$ cat src/rtl/router_pkg.sv
// router_pkg: shared router types and sizing helpers
package router_pkg;
  typedef struct packed {
    logic ovf;
    logic udf;
  } fifo_err_t;
  function automatic int vc_w(input int n);
    return n > 1 ? $clog2(n) : 1;
  endfunction
endpackage

$ cat src/rtl/dp_ram.sv
// DP_RAM: simple dual-port RAM with one-cycle registered, reset-zeroed read
module DP_RAM #(
  parameter int WIDTH = 8,
  parameter int DEPTH = 64,
  parameter int ADDR_W = 6
) (
  input  logic              WR_CLK,
  input  logic              RD_CLK,
  input  logic              RSTn,
  input  logic              WR_EN,
  input  logic [ADDR_W-1:0] WR_ADDR,
  input  logic [WIDTH-1:0]  WR_DATA,
  input  logic              RD_EN,
  input  logic [ADDR_W-1:0] RD_ADDR,
  output logic [WIDTH-1:0]  RD_DATA
);
  logic [WIDTH-1:0] mem [DEPTH];
  always_ff @(posedge WR_CLK)
    if (WR_EN) mem[WR_ADDR] <= WR_DATA;
  always_ff @(posedge RD_CLK)
    if (!RSTn) RD_DATA <= '0;
    else if (RD_EN) RD_DATA <= mem[RD_ADDR];
endmodule

$ cat src/rtl/vc_fifo.sv
// vc_fifo: per-virtual-channel FIFOs sharing one statically partitioned RAM
module vc_fifo import router_pkg::*; #(
  parameter int WIDTH = 8,
  parameter int DEPTH = 16,
  parameter int NUM_VC = 4,
  parameter int AF_LVL = DEPTH - 2,
  parameter int PTR_W = $clog2(DEPTH),
  parameter int VC_W = vc_w(NUM_VC),
  parameter int CNT_W = $clog2(DEPTH + 1)
) (
  input  logic              CLK,
  input  logic              RSTn,
  input  logic              WR_EN,
  input  logic [VC_W-1:0]   WR_VC,
  input  logic [WIDTH-1:0]  DATA_IN,
  input  logic              RD_EN,
  input  logic [VC_W-1:0]   RD_VC,
  output logic [WIDTH-1:0]  DATA_OUT,
  output logic              DATA_VLD,
  output logic [NUM_VC-1:0] FIFO_FULL,
  output logic [NUM_VC-1:0] FIFO_EMPTY,
  output logic [NUM_VC-1:0] ALMOST_FULL,
  output logic              OVF_ERR,
  output logic              UDF_ERR
);
  logic [PTR_W-1:0] wr_ptr [NUM_VC];
  logic [PTR_W-1:0] rd_ptr [NUM_VC];
  logic [CNT_W-1:0] cnt [NUM_VC];
  logic wr_acc, rd_acc;
  fifo_err_t err;
  assign wr_acc = WR_EN && (32'(WR_VC) < NUM_VC) && !FIFO_FULL[WR_VC];
  assign rd_acc = RD_EN && (32'(RD_VC) < NUM_VC) && !FIFO_EMPTY[RD_VC];
  for (genvar v = 0; v < NUM_VC; v++) begin : g_vc
    logic w, r;
    assign w = wr_acc && WR_VC == VC_W'(v);
    assign r = rd_acc && RD_VC == VC_W'(v);
    always_ff @(posedge CLK)
      if (!RSTn) begin
        wr_ptr[v] <= '0;
        rd_ptr[v] <= '0;
        cnt[v] <= '0;
      end else begin
        if (w) wr_ptr[v] <= wr_ptr[v] + 1'b1;
        if (r) rd_ptr[v] <= rd_ptr[v] + 1'b1;
        cnt[v] <= cnt[v] + CNT_W'(w) - CNT_W'(r);
      end
    assign FIFO_FULL[v] = cnt[v] == CNT_W'(DEPTH);
    assign FIFO_EMPTY[v] = cnt[v] == '0;
    assign ALMOST_FULL[v] = cnt[v] >= CNT_W'(AF_LVL);
  end
  always_ff @(posedge CLK)
    if (!RSTn) begin
      DATA_VLD <= 1'b0;
      err <= '0;
    end else begin
      DATA_VLD <= rd_acc;
      err.ovf <= err.ovf | (WR_EN & ~wr_acc);
      err.udf <= err.udf | (RD_EN & ~rd_acc);
    end
  assign OVF_ERR = err.ovf;
  assign UDF_ERR = err.udf;
  DP_RAM #(.WIDTH(WIDTH), .DEPTH(NUM_VC * DEPTH), .ADDR_W(VC_W + PTR_W)) u_ram (
    .WR_CLK(CLK),
    .RD_CLK(CLK),
    .RSTn(RSTn),
    .WR_EN(wr_acc),
    .WR_ADDR({WR_VC, wr_ptr[WR_VC]}),
    .WR_DATA(DATA_IN),
    .RD_EN(rd_acc),
    .RD_ADDR({RD_VC, rd_ptr[RD_VC]}),
    .RD_DATA(DATA_OUT)
  );
endmodule

$ cat config.mk
export PLATFORM = sky130hd
export DESIGN_NAME = vc_fifo
export DESIGN_NICKNAME = d
export VERILOG_FILES = /design/src/rtl/router_pkg.sv /design/src/rtl/dp_ram.sv /design/src/rtl/vc_fifo.sv
export SDC_FILE = /design/constraint.sdc
export NUM_CORES = 1
export LEC_CHECK = 0
export CORE_MARGIN = 2
export CORE_UTILIZATION = 30
export DETAILED_ROUTE_END_ITERATION = 8
export PLACE_DENSITY = 0.49
export SETUP_SLACK_MARGIN = 0.05
export SLEW_MARGIN = 20
export SYNTH_ARGS = -nofsm -noshare
export SYNTH_HDL_FRONTEND = slang
export SYNTH_SLANG_ARGS = --single-unit
$ cat constraint.sdc
create_clock -name CLK -period 5.64 [get_ports CLK]
set_clock_uncertainty 0.1 [all_clocks]
set_input_delay 1.128 -clock CLK [delete_from_list [all_inputs] [get_ports CLK]]
set_output_delay 1.128 -clock CLK [all_outputs]
set_load 0.02 [all_outputs]
* Word-level counts from Yosys, hierarchy flattened
Memory sizes are Yosys's and may differ from the RTL's. A register that Yosys moved wholly into a read port is not among the register bits.
Index checks and enable logic that the tools add are counted.
** Word-level totals
- Output and inout bits :: 23
- Bits in registers :: 3
- Logic and storage cells :: 120
- Memory bits (writable) :: 564
- Memories :: 4
- Bits of input ports :: 16
** Cells by class
- Bitwise operators :: 18
- Add/subtract/negate cells :: 16
- Reduce and logical (&&, ||, !) cells :: 19
- Mux-type cells :: 44
- Magnitude comparators :: 6
- Equality and inequality tests :: 10
** Memories
- u_ram.mem :: depth 64, bits a word 8, read ports 1, clocked after Yosys merged registers in 1, write ports 1, RTL line dp_ram.sv:17 : logic [WIDTH-1:0] mem [DEPTH];
- cnt :: depth 4, bits a word 5, read ports 4, clocked after Yosys merged registers in 0, write ports 4, RTL line vc_fifo.sv:28 : logic [CNT_W-1:0] cnt [NUM_VC];
- rd_ptr :: depth 4, bits a word 4, read ports 5, clocked after Yosys merged registers in 0, write ports 4, RTL line vc_fifo.sv:27 : logic [PTR_W-1:0] rd_ptr [NUM_VC];
- wr_ptr :: depth 4, bits a word 4, read ports 5, clocked after Yosys merged registers in 0, write ports 4, RTL line vc_fifo.sv:26 : logic [PTR_W-1:0] wr_ptr [NUM_VC];
** Operators with widths (number)
- 4-bit by 1-bit adder with 4-bit output, second input constant :: 8
- 4-bit 2-to-1 mux :: 8
- 1-bit 2-to-1 mux :: 30
- 5-bit by 1-bit adder with 5-bit output :: 4
- 5-bit equality test, second input constant :: 4
- 5-bit by 4-bit greater-or-equal comparator with 1-bit output, second input constant :: 4
- 5-bit logical NOT :: 4
- 5-bit 2-to-1 mux :: 4
- 5-bit by 1-bit subtractor with 5-bit output :: 4
- 1-bit bitwise OR :: 14
- 1-bit logical AND :: 10
- 2-bit equality test, second input constant :: 4
- 2-bit by 3-bit < comparator with 1-bit output, second input constant :: 2
- 1-bit binary-select mux with 2-bit select :: 2
- 2-bit by 1-bit equality test with 1-bit output, second input constant :: 2
- 2-bit logical NOT :: 2
- 1-bit logical NOT :: 3
- 1-bit bitwise AND :: 2
- 1-bit inverter :: 2

* Longest topological paths before layout
- Word-level depth :: 10
- Mapped depth :: 17
- Mapped depth without buffers :: 16

* Cells and area by module
Synthesis repeated with hierarchy kept, for this count alone.
** Second synthesis, totals
- Cells, all modules :: 1379
- Area total of the unflattened synthesis :: 23966.7 um2
** Modules (own cells, without submodules)
- DP_RAM :: times used 1, area an instance 20338.3 um2, cells each 1044, seq. area each 15534.9 um2
- vc_fifo :: times used 1, area an instance 3628.5 um2, cells each 335, seq. area each 1421.4 um2

* Worst setup path before layout
OpenSTA, ideal clock, no wires.
- Kind :: reg-to-reg
- Start :: mem cnt[1][2] (netlist bit)
- End :: mem cnt[1][4] (netlist bit)
- Slack :: 1630 ps
- Path buffers :: 1
- Cell stages (with the launch flop) :: 16
- Arrival time :: 3795 ps
- Data required time :: 5424 ps
- Library setup time :: 116 ps
- Period minus slack after synthesis :: 4010 ps
- Cell sequence :: dfxtp_1 inv_1 ha_1 nor4b_1 mux4_2 nand2b_1 clkbuf_1 nor2_1 ha_1 inv_1 ha_1 fa_1 a21oi_1 nor2_1 or3_1 and3_1
** RTL lines (RTL line)
- start, declared :: vc_fifo.sv:28

==> results.ini <==
[run_status]
status = finished clean

[route]
vias = 14488
ant_nets = 0
wl_um = 63900
drc = 0
first_pass_iters = 5
vias_per_cell = 5.05
first_iter_violations = 1312
post_drt_wl_per_cell_um = 22.3

[critical_path]
r2r_slack_ns = 1.33
arrival_ns = 4.81
critPathCaptureType = register
crit_chain = clkdlybuf4s50_1, buf_4, mux4_2, nand2b_1, nor3_1, ha_1, inv_1, ha_1, inv_1, fa_1, inv_1, a21oi_1, nor2_1, o21ai_0, and3_1
rr_worst_depth = 14
crit_slowest_cell = mux4_2
r2r-start = cnt[3][2]$_SDFF_PN0_
startpoint_type = input pin
crit_fanout = 13
r2r-end = cnt[1][4]$_SDFF_PN0_
max_stage_delay_ns = 0.56
crit_top_cell = inv_1
crit_required_ns = 6.01
path_class = input pin to register

[clocking]
postCtsHoldBufs = 0
clkSinkCount = 575
cts_buffers = 66
clockBufferDepth = 3
clkTransAtPathRegs_ns = 0.06
root_buffer = clkbuf_16
tritoncts = yes
cts.htree.levels = 3
cts_resized = 0
clk_latency_ns = 0.60
post_cts_buffers = 0

[floorplanning]
die-area_mm2 = 0.0831
core.rowCount = 104
die_y_um = 288
die_w_um = 288
io_pins = 39
initial_core_util = 0.302
coreArea_mm2 = 0.0803

[global_route]
antenna_found_initial = 2
grt_pass1_wl_um = 95000
grt_max_degree = 65
grt_usage = 0.154
grt_overflow = 0
grt_pass1_vias = 14349

[sta]
relSlewSlack = 0.328
setup_violations = 0
fin_ws_ns = 1.20
fin_crit_ns = 4.44
hold_violations = 0
worst_pin_slew_ns = 1.01
tns_ns = 0
hold_slack_ns = 0.441
drv_slew = 0
rsz0062_at_grt = no
min_period_over_period = 0.787
fmax_mhz = 225

[final_layout]
final_cell_mix = 544 x edfxtp_1, 173 x nand2_1, 113 x nor2_1, 75 x mux2i_1, 71 x buf_4
nets = 1823
drive_gt1_frac = 0.118
final_area_mm2 = 0.0281
area_delta_synth_final_pct = 16.1
layout_commonest_cell = edfxtp_1

[yosys]
synth_top_flop_cell = edfxtp_1
netlist_area_mm2 = 0.0242
synth_edf_count = 544
ys_async_sr_fraction = 0
ys.warnings.count = 0
synth-seq-area-share = 0.699
avgSynthCellArea_um2 = 14.5
synthCells = 1670
synth_cell_types = 51
ys_seq_elements = 575
syn_nets = 1734

[power_and_ir_drop]
p_per_area_mw_per_mm2 = 389
leakagePower_nw = 9.22
vdd_drop_max_uv = 200

[placement]
gp_congestion = 0.791
io_buffers = 38
dpl_worst_slack_ns = 0.569
dpl_cell_area_mm2 = 0.0261
hpwl_um = 40500

[run]
maxCapViolations = 0

[min_path]
holdPathEnd = OVF_ERR$_SDFF_PN0_
holdPathStages = 2
worstHoldPathType = register to register
worstHoldStart = OVF_ERR$_SDFF_PN0_

-- how the worst max path moves through the flow --
stage                          from                            end  slack, ns  cells after the start
2_1_floorplan  cnt[1][2]$_SDFF_PN0_           cnt[1][4]$_SDFF_PN0_       1.63                     15
3_3_place_gp               RD_VC[0]  u_ram.RD_DATA[1]$_SDFFE_PN0P_       0.67                      9
3_5_place_dp               RD_VC[0]           cnt[0][4]$_SDFF_PN0_       0.57                     15
4_1_cts                    RD_VC[0]           cnt[0][4]$_SDFF_PN0_       1.19                     15
5_1_grt                    RD_VC[0]           cnt[0][4]$_SDFF_PN0_       0.97                     15
6_report                   RD_VC[0]           cnt[0][4]$_SDFF_PN0_       1.20                     15
-- sequential cells by signal, indices dropped and copies added, names as in the netlist --
register       cells
cnt               20
UDF_ERR            1
wr_ptr            16
DATA_VLD           1
u_ram.RD_DATA      8
u_ram.mem        512
OVF_ERR            1
rd_ptr            16
-- where the power goes --
group	leakage, nW	total [mW]	internal, mW	switching, mW
clock	1.01	4.15	2.49	1.66
sequential	5.19	4.93	4.81	0.122
combinational	3.01	1.88	0.727	1.15
-- worst max-delay path, delay by kind of cell --
family	cells	cell delay, ns
AOI/OAI and AO/OA	2	0.15
muxes	1	0.56
and+or+nand+nor	4	1.19
adders and majority gates	3	0.88
buffers and inverters	5	0.90
-- metal layers --
layer,part of all wire,track usage
met4,0.022,0.0408
met3,0.049,0.0243
met5,0,0
met1,0.46,0.217
met2,0.47,0.247
-- synth_stat cells (3+ instances only) --
library cell,count,area (µm²)
a32oi_1,3,26.3
fa_1,4,80.1
nand2_1,173,649
a22oi_1,24,180
o22ai_1,8,50.1
xnor2_1,11,96.3
mux2_2,4,45.0
buf_6,12,135
xor2_1,13,114
and2_1,42,263
and4_1,8,70.1
a21oi_1,43,215
ha_1,44,551
nand4_1,3,18.8
clkbuf_1,30,113
a221oi_1,6,52.6
buf_4,6,45.0
a31oi_1,36,225
nor2_1,113,424
inv_1,36,135
o21ai_0,30,150
nand3_1,61,305
or3_1,8,50.1
nor4b_1,4,35.0
dfxtp_1,31,621
o211ai_1,10,75.1
mux4_2,32,721
o2111ai_1,5,43.8
mux2i_1,76,761
a211oi_1,67,503
and3_1,15,93.8
nor2b_1,12,75.1
a41oi_1,5,43.8
nand2b_1,9,56.3
a21o_1,4,30.0
nor3_1,14,70.1
buf_1,14,52.6
edfxtp_1,544,16300
a311oi_1,22,193
and2_0,41,257
a32o_1,6,60.1
buf_2,32,160
-- layout make-up --
| class | count | area, µm² |
|---|---|---|
| diodes | 1 | 2.50 |
| clock buffers | 93 | 1830 |
| clock inverters | 23 | 248 |
| fillers | 7607 | 52100 |
| inverters | 36 | 135 |
| multi-input cells | 965 | 6660 |
| flip-flops and latches | 575 | 17000 |
| well taps | 1060 | 1330 |
| repair buffers | 115 | 988 |
-- kinds of logic after synthesis --
| group | Yosys count | synth area share |
|---|---|---|
| AOI/OAI and AO/OA | 273 | 0.0775 |
| xor gates and xnor gates | 24 | 0.00867 |
| adders and majority gates | 48 | 0.0260 |
| buffers and inverters | 130 | 0.0264 |
| DFF | 575 | 0.699 |
| muxes | 112 | 0.0630 |
| and+or+nand+nor | 508 | 0.0992 |
-- metrics by stage --
| step | utilization | cells | total power [mW] |
|---|---|---|---|
| floorplan | - | 1670 | 6.17 |
| global placement | 0.325 | 2751 | 6.90 |
| detailed placement | 0.325 | 2751 | 6.91 |
| CTS | 0.351 | 2867 | 11.1 |
| global route | 0.351 | 2867 | 11.4 |
| finish | 0.351 | 2868 | 11.0 |
Note: power is estimated with default switching activity, not from simulation.
